--- src/rtl/draw_dynamic_obst_array.sv ---
// Overlays a horizontally bouncing column of OBST_NUM rectangles on the pixel stream, one-cycle stage.
// Optional collision detection against the player sprite is compiled in with `define DYN_OBST_COLLISION_EN.
module draw_dynamic_obst_array #(
  parameter int          WIDTH           = 50,
  parameter int          HEIGHT          = 50,
  parameter logic [11:0] RECT_RGB        = 12'hB59,
  parameter int          OBST_NUM        = 3,
  parameter int          OBST_SEPARATION = 100,
  parameter int          X_MIN           = 100,
  parameter int          X_MAX           = 700,
  parameter int          SPEED           = 2,
  parameter int          FRAME_DIV       = 1
) (
  input  logic        pclk,
  input  logic        rst,
  input  logic [10:0] hcount_in,
  input  logic [10:0] vcount_in,
  input  logic        hsync_in,
  input  logic        vsync_in,
  input  logic        hblank_in,
  input  logic        vblank_in,
  input  logic [11:0] rgb_in,
  input  logic [10:0] y_pos,
  input  logic        move_en,
  input  logic        player_px,
  output logic [10:0] hcount_out,
  output logic [10:0] vcount_out,
  output logic        hsync_out,
  output logic        vsync_out,
  output logic        hblank_out,
  output logic        vblank_out,
  output logic [11:0] rgb_out,
  output logic [10:0] x_pos_out,
  output logic        collision
);

  localparam logic [11:0] W12      = 12'(WIDTH);
  localparam logic [11:0] H12      = 12'(HEIGHT);
  localparam logic [11:0] XMIN12   = 12'(X_MIN);
  localparam logic [11:0] XLIM12   = 12'(X_MAX - WIDTH);
  localparam logic [11:0] SPD12    = 12'(SPEED);
  localparam logic [5:0]  DIV_LAST = 6'(FRAME_DIV - 1);

  typedef enum logic [1:0] {STOP = 2'd0, RIGHT = 2'd1, LEFT = 2'd2} state_t;

  state_t      state_q, state_nxt;
  logic [10:0] x_q, x_nxt, y_q;
  logic        dir_q, dir_nxt;
  logic [5:0]  cnt_q, cnt_nxt;
  logic        vblank_q;
  logic        tick;
  logic        active;
  logic        obst_px;

  logic [10:0] hcount_p1, vcount_p1, x_pos_p1;
  logic        hsync_p1, vsync_p1, hblank_p1, vblank_p1;
  logic [11:0] rgb_p1;

  // Saturating steps: clamp to the travel limits instead of overshooting.
  function automatic logic [10:0] step_right(input logic [10:0] x);
    logic [11:0] s;
    s = {1'b0, x} + SPD12;
    return (s >= XLIM12) ? XLIM12[10:0] : s[10:0];
  endfunction

  function automatic logic [10:0] step_left(input logic [10:0] x);
    return ({1'b0, x} <= XMIN12 + SPD12) ? XMIN12[10:0] : x - SPD12[10:0];
  endfunction

  assign tick   = vblank_in & ~vblank_q;
  assign active = ~hblank_in & ~vblank_in;

  always_comb begin
    state_nxt = state_q;
    x_nxt     = x_q;
    dir_nxt   = dir_q;
    cnt_nxt   = cnt_q;
    if (tick) begin
      case (state_q)
        STOP: if (move_en) state_nxt = dir_q ? RIGHT : LEFT;
        RIGHT, LEFT: begin
          if (!move_en) begin
            state_nxt = STOP;
          end else if (cnt_q == DIV_LAST) begin
            cnt_nxt = '0;
            if (state_q == RIGHT) begin
              x_nxt = step_right(x_q);
              if ({1'b0, x_nxt} == XLIM12) begin
                dir_nxt   = 1'b0;
                state_nxt = LEFT;
              end
            end else begin
              x_nxt = step_left(x_q);
              if ({1'b0, x_nxt} == XMIN12) begin
                dir_nxt   = 1'b1;
                state_nxt = RIGHT;
              end
            end
          end else begin
            cnt_nxt = cnt_q + 6'd1;
          end
        end
        default: state_nxt = STOP;
      endcase
    end
  end

  // Bounds widened to 12 bits so x+WIDTH and y+k*SEP cannot wrap.
  always_comb begin
    logic [11:0] top;
    top     = '0;
    obst_px = 1'b0;
    for (int k = 0; k < OBST_NUM; k++) begin
      top = {1'b0, y_q} + 12'(k * OBST_SEPARATION);
      if (({1'b0, hcount_in} >= {1'b0, x_q}) && ({1'b0, hcount_in} < {1'b0, x_q} + W12) &&
          ({1'b0, vcount_in} >= top) && ({1'b0, vcount_in} < top + H12))
        obst_px = 1'b1;
    end
  end

  always_ff @(posedge pclk) begin
    if (!rst) begin
      state_q  <= STOP;
      x_q      <= 11'(X_MIN);
      y_q      <= '0;
      dir_q    <= 1'b1;
      cnt_q    <= '0;
      vblank_q <= 1'b0;
    end else begin
      state_q  <= state_nxt;
      x_q      <= x_nxt;
      dir_q    <= dir_nxt;
      cnt_q    <= cnt_nxt;
      vblank_q <= vblank_in;
      if (tick) y_q <= y_pos;
    end
  end

  // Stage p1: timing delayed one clock, composited pixel.
  always_ff @(posedge pclk) begin
    if (!rst) begin
      hcount_p1 <= '0;
      vcount_p1 <= '0;
      hsync_p1  <= 1'b0;
      vsync_p1  <= 1'b0;
      hblank_p1 <= 1'b0;
      vblank_p1 <= 1'b0;
      rgb_p1    <= '0;
      x_pos_p1  <= '0;
    end else begin
      hcount_p1 <= hcount_in;
      vcount_p1 <= vcount_in;
      hsync_p1  <= hsync_in;
      vsync_p1  <= vsync_in;
      hblank_p1 <= hblank_in;
      vblank_p1 <= vblank_in;
      rgb_p1    <= (active && obst_px) ? RECT_RGB : rgb_in;
      x_pos_p1  <= x_q;
    end
  end

  assign hcount_out = hcount_p1;
  assign vcount_out = vcount_p1;
  assign hsync_out  = hsync_p1;
  assign vsync_out  = vsync_p1;
  assign hblank_out = hblank_p1;
  assign vblank_out = vblank_p1;
  assign rgb_out    = rgb_p1;
  assign x_pos_out  = x_pos_p1;

`ifdef DYN_OBST_COLLISION_EN
  logic hit_now;
  logic hit_flag_q;
  logic coll_p1;

  assign hit_now = player_px & obst_px & active;

  // A hit on the tick cycle itself seeds the next frame's flag.
  always_ff @(posedge pclk) begin
    if (!rst) begin
      hit_flag_q <= 1'b0;
      coll_p1    <= 1'b0;
    end else if (tick) begin
      coll_p1    <= hit_flag_q;
      hit_flag_q <= hit_now;
    end else begin
      coll_p1 <= 1'b0;
      if (hit_now) hit_flag_q <= 1'b1;
    end
  end

  assign collision = coll_p1;
`else
  logic unused_player_px;
  assign unused_player_px = player_px;
  assign collision        = 1'b0;
`endif

endmodule

--- config.mk ---
export PLATFORM = sky130hd
export DESIGN_NAME = draw_dynamic_obst_array
export DESIGN_NICKNAME = d
export VERILOG_FILES = /design/src/rtl/draw_dynamic_obst_array.sv
export SDC_FILE = /design/constraint.sdc
export NUM_CORES = 1
export LEC_CHECK = 0
export ABC_AREA = 1
export CORE_MARGIN = 3
export CORE_UTILIZATION = 30
export DETAILED_ROUTE_END_ITERATION = 10
export GPL_TIMING_DRIVEN = 0
export PLACE_DENSITY = 0.49
export SLEW_MARGIN = 20
export SYNTH_ARGS = -nofsm -noshare
export SYNTH_HDL_FRONTEND = slang
export SYNTH_SLANG_ARGS = --single-unit
--- constraint.sdc ---
create_clock -name pclk -period 2.9 [get_ports pclk]
set_clock_uncertainty 0.1 [all_clocks]
set_input_delay 0.87 -clock pclk [delete_from_list [all_inputs] [get_ports pclk]]
set_output_delay 0.87 -clock pclk [all_outputs]
set_load 0.005 [all_outputs]
==> impl_metrics.env <==
export IMPL_r2r_end="rgb_out[7]"
export IMPL_track_usage_pct=15.92
export IMPL_synth_top_area_share_pct=26.67
export IMPL_holdPathStages=2
export IMPL_synth_top_family_by_area="simple AND/OR/NAND/NOR gates"
export IMPL_diodes=0
export IMPL_synthMuxAreaShare_pct=0
export IMPL_vias=5595
export IMPL_clock_fmax_mhz=350.1
export IMPL_nets=1122
export IMPL_grt_pass1_vias=5474
export IMPL_cts_max_level=3
export IMPL_ys_warn_count=0
export IMPL_synth_cells=853
export IMPL_worstReg2RegStart="y_q[3]"
export IMPL_tightest_slew_ns=0.6869
export IMPL_cp_max_fo=8
export IMPL_fillers=2114
export IMPL_dieHeight_um=147.5
export IMPL_drcViolationCount=0
export IMPL_cts_tree="done"
export IMPL_synth_seq_area_share_pct=26.67
export IMPL_synth_net_count=997
export IMPL_vias_per_cell=4.483
export IMPL_gp_congestion=0.8264
export IMPL_cts_path_max_buffers=2
export IMPL_cts_root_buf="clkbuf_16"
export IMPL_synthXorXnorAreaFrac_pct=6.438
export IMPL_synth_avg_cell_area_sq_um=7.041
export IMPL_synthAdderAreaFrac_pct=18.96
export IMPL_hold_slack_ns=0.3765
export IMPL_multiInputGateArea_sq_um=4058
export IMPL_area_growth_pct=34.29
export IMPL_dr_pass1_iters=5
export IMPL_power_leakage_nw=3.847
export IMPL_io_pins=103
export IMPL_clk_pin_slew_ns=0.07
export IMPL_synthTopCellsByArea="dfxtp_1, ha_1, nand2_1, inv_1, a21oi_1"
export IMPL_synth_compound_area_share_pct=11.54
export IMPL_crit_arrival_ns=3.05
export IMPL_worst_path_max_delay_cell="clkdlybuf4s50_1"
export IMPL_netlist_area_sq_um=6006
export IMPL_startpoint_type="input pin"
export IMPL_critPathMaxStageDelay_ns=0.47
export IMPL_design_area_sq_um=8065
export IMPL_start_util_pct=30.66
export IMPL_fp_row_count=51
export IMPL_rsz0062_at_grt="true"
export IMPL_r2r_setup_slack_ns=0.05
export IMPL_reg2reg_depth=20
export IMPL_holdPathEnd="x_pos_out[2]"
export IMPL_yosys_area_top_type="dfxtp_1"
export IMPL_ys_seq_elements=80
export IMPL_maxCapViolCount=0
export IMPL_die_area_sq_um=21750
export IMPL_cts_sinks=80
export IMPL_path_class="input pin to register"
export IMPL_finalMaxSlewViolations=0
export IMPL_synth_simple_area_share_pct=25.67
export IMPL_fin_crit_ns=2.857
export IMPL_wl_mm=17.05
export IMPL_grt_pass1_wl_mm=27.70
export IMPL_dpl_cell_area_sq_um=7328
export IMPL_die_w_um=147.5
export IMPL_finalSetupViolCount=0
export IMPL_cts_made_buffers=9
export IMPL_fin_crit_sh_pct=98.51
export IMPL_grt_start_max_net_pins=16
export IMPL_hold_path_class="register to register"
export IMPL_status="completed"
export IMPL_crit_chain="clkdlybuf4s50_1 -> inv_1 -> ha_1 -> nand2_1 -> nand3_1 -> nand2_1 -> nand2_1 -> nand2_1 -> nand2_1 -> nand2_1 -> nand2_1 -> nand2_1 -> nand2_1 -> nand2_1 -> nand2_1 -> nand2_2 -> nand3_2 -> nand2_4 -> nand2_8 -> nor2_2"
export IMPL_worst_slack_ns=0.04327
export IMPL_pwr_density_cell_nw_per_um2=412.1
export IMPL_cpMostUsedCell="nand2_1"
export IMPL_drtIter0Drc=240
export IMPL_tns_ns=0
export IMPL_clock_latency_ns=0.35
export IMPL_peakVddDrop_uv=326.6
export IMPL_antenna_found_initial=0
export IMPL_min_delay_start="x_q[2]"
export IMPL_gr_total_overflow=0
export IMPL_ant_nets=0
export IMPL_required_ns=3.09
export IMPL_hpwl_mm=13.45
export IMPL_synth_cell_type_count=44
export IMPL_maxSlewHeadroom_pct=54.21
export IMPL_drt_wirelength_per_cell_um=13.66
export IMPL_final_layout_size_suffix_gt1_share_pct=13.02
export IMPL_ff_latch_area_sq_um=1618
export IMPL_end_kind="register"
export IMPL_io_buffers=99
export IMPL_post_route_util_pct=41.17
export IMPL_core_area_sq_um=19590
export IMPL_hold_violations=0
export IMPL_pre_cts_ws_ns=-0.5016
worst max-delay path by stage:
stage | start | to | slack [ns] | cells past startpoint
final | vcount_in[0] | rgb_out[7] | 0.04 | 20
after global routing | y_q[3] | rgb_out[1] | -0.17 | 21
after CTS | vblank_in | x_q[8] | 0.003 | 15
after detailed placement | vblank_in | x_q[8] | -0.50 | 15
after global placement | vblank_in | x_q[8] | -0.51 | 15
after floorplan | y_q[3] | rgb_out[10] | 0.15 | 20
Yosys cell counts:
cell and number:
inv_4 1, xnor2_1 5, o221ai_1 3, nand3_2 4
clkinv_2 1, o22ai_1 3, a211oi_1 4, clkbuf_1 13
o21a_1 2, o21ai_1 1, and2_4 1, nand2_4 2
inv_2 6, buf_2 5, xor2_2 5, buf_6 2
nor3_1 14, o21ai_0 38, nor2_4 5, nand2_2 3
ha_1 91, nor4_1 1, o2111ai_1 1, conb_1 1
inv_1 127, o211ai_1 1, a22oi_1 2, o21bai_1 1
buf_1 1, a21oi_1 69, o31ai_1 2, clkinv_1 2
nand3_1 34, nor2_2 7, nand2_1 200, xor2_1 28
or2_2 2, nor3b_1 1, buf_4 3, xnor2_2 1
dfxtp_1 80, nor2_1 64, a32oi_1 1, nand4_1 15
cell usage in the layout, fill, tap and decap left out, types with 3 or more instances in the layout:
master / count
nand2_2: 18
clkinvlp_4: 3
buf_6: 4
dfxtp_4: 3
dlygate4sd2_1: 5
o22ai_1: 3
xor2_1: 28
nand2_1: 184
dfxtp_1: 73
nor2_2: 5
buf_4: 16
o221ai_1: 3
a21oi_2: 3
nand4_1: 15
buf_2: 4
ha_4: 6
nor3_1: 13
inv_2: 9
nand3_2: 5
a211oi_1: 4
a21oi_1: 65
dfxtp_2: 4
ha_1: 84
inv_1: 122
xor2_4: 3
o21ai_0: 37
xnor2_1: 3
clkdlybuf4s50_1: 93
clkbuf_1: 13
nor2_4: 11
clkbuf_16: 9
nor2_1: 60
nand3_1: 32
inv_6: 3
power by group:
| group | switching (W) | internal [W] |
|---|---|---|
| Sequential | 0.0000325 | 0.00115 |
| Combinational | 0.000557 | 0.000462 |
| Clock | 0.000507 | 0.000614 |
| Total | 0.00110 | 0.00223 |
through the flow:
step	std cells	total power, W
global placement	1217	0.002120
CTS	1240	0.003317
finish	1248	0.003324
floorplan	853	0.001796
detailed placement	1217	0.002127
global route	1248	0.003564
kinds of logic after synthesis:
| family | count (synthesis) |
|---|---|
| and+or+nand+nor | 353 |
| buffers and inverters | 161 |
| AOI/OAI and AO/OA | 128 |
| adders and majority gates | 91 |
| DFF | 80 |
| xor gates and xnor gates | 39 |
| other | 1 |
registers in the layout (all words and copies together), names as in the netlist:
name,cells
cnt_q,6
dir_q,1
hblank_out,1
hcount_out,11
hsync_out,1
rgb_out,12
state_q,2
vblank_out,1
vcount_out,11
vsync_out,1
x_pos_out,11
x_q,11
y_q,11
final cells by class:
type / count / share of cell area (%)
timing repair buffer: 114 / 13.84
inverter: 137 / 6.500
buffer: 24 / 1.598
multi-input combinational: 612 / 50.31
sequential: 80 / 20.06
tap: 265 / 4.111
clock inverter: 6 / 0.6205
clock buffer: 10 / 2.963
worst max-delay path: cells and delay by family:
family	cells	cell delay, ns
adders and majority gates	1	0.28
and+or+nand+nor	17	1.38
buffers and inverters	2	0.52
per-layer routing:
layer	vias up	GRT usage [%]	wire, um
li1	2990	-	-
met1	2538	19.26	7561
met2	52	29.15	8876
met3	15	2.667	418
met4	0	4.334	196
met5	-	0	0
repair_timing:
item,CTS,global route
hold buffers,0,0
resized for setup,42,39
buffers inserted,7,8
pin swaps,10,27
setup endpoints to repair,16,18
Power figures use the tool's default switching activity.
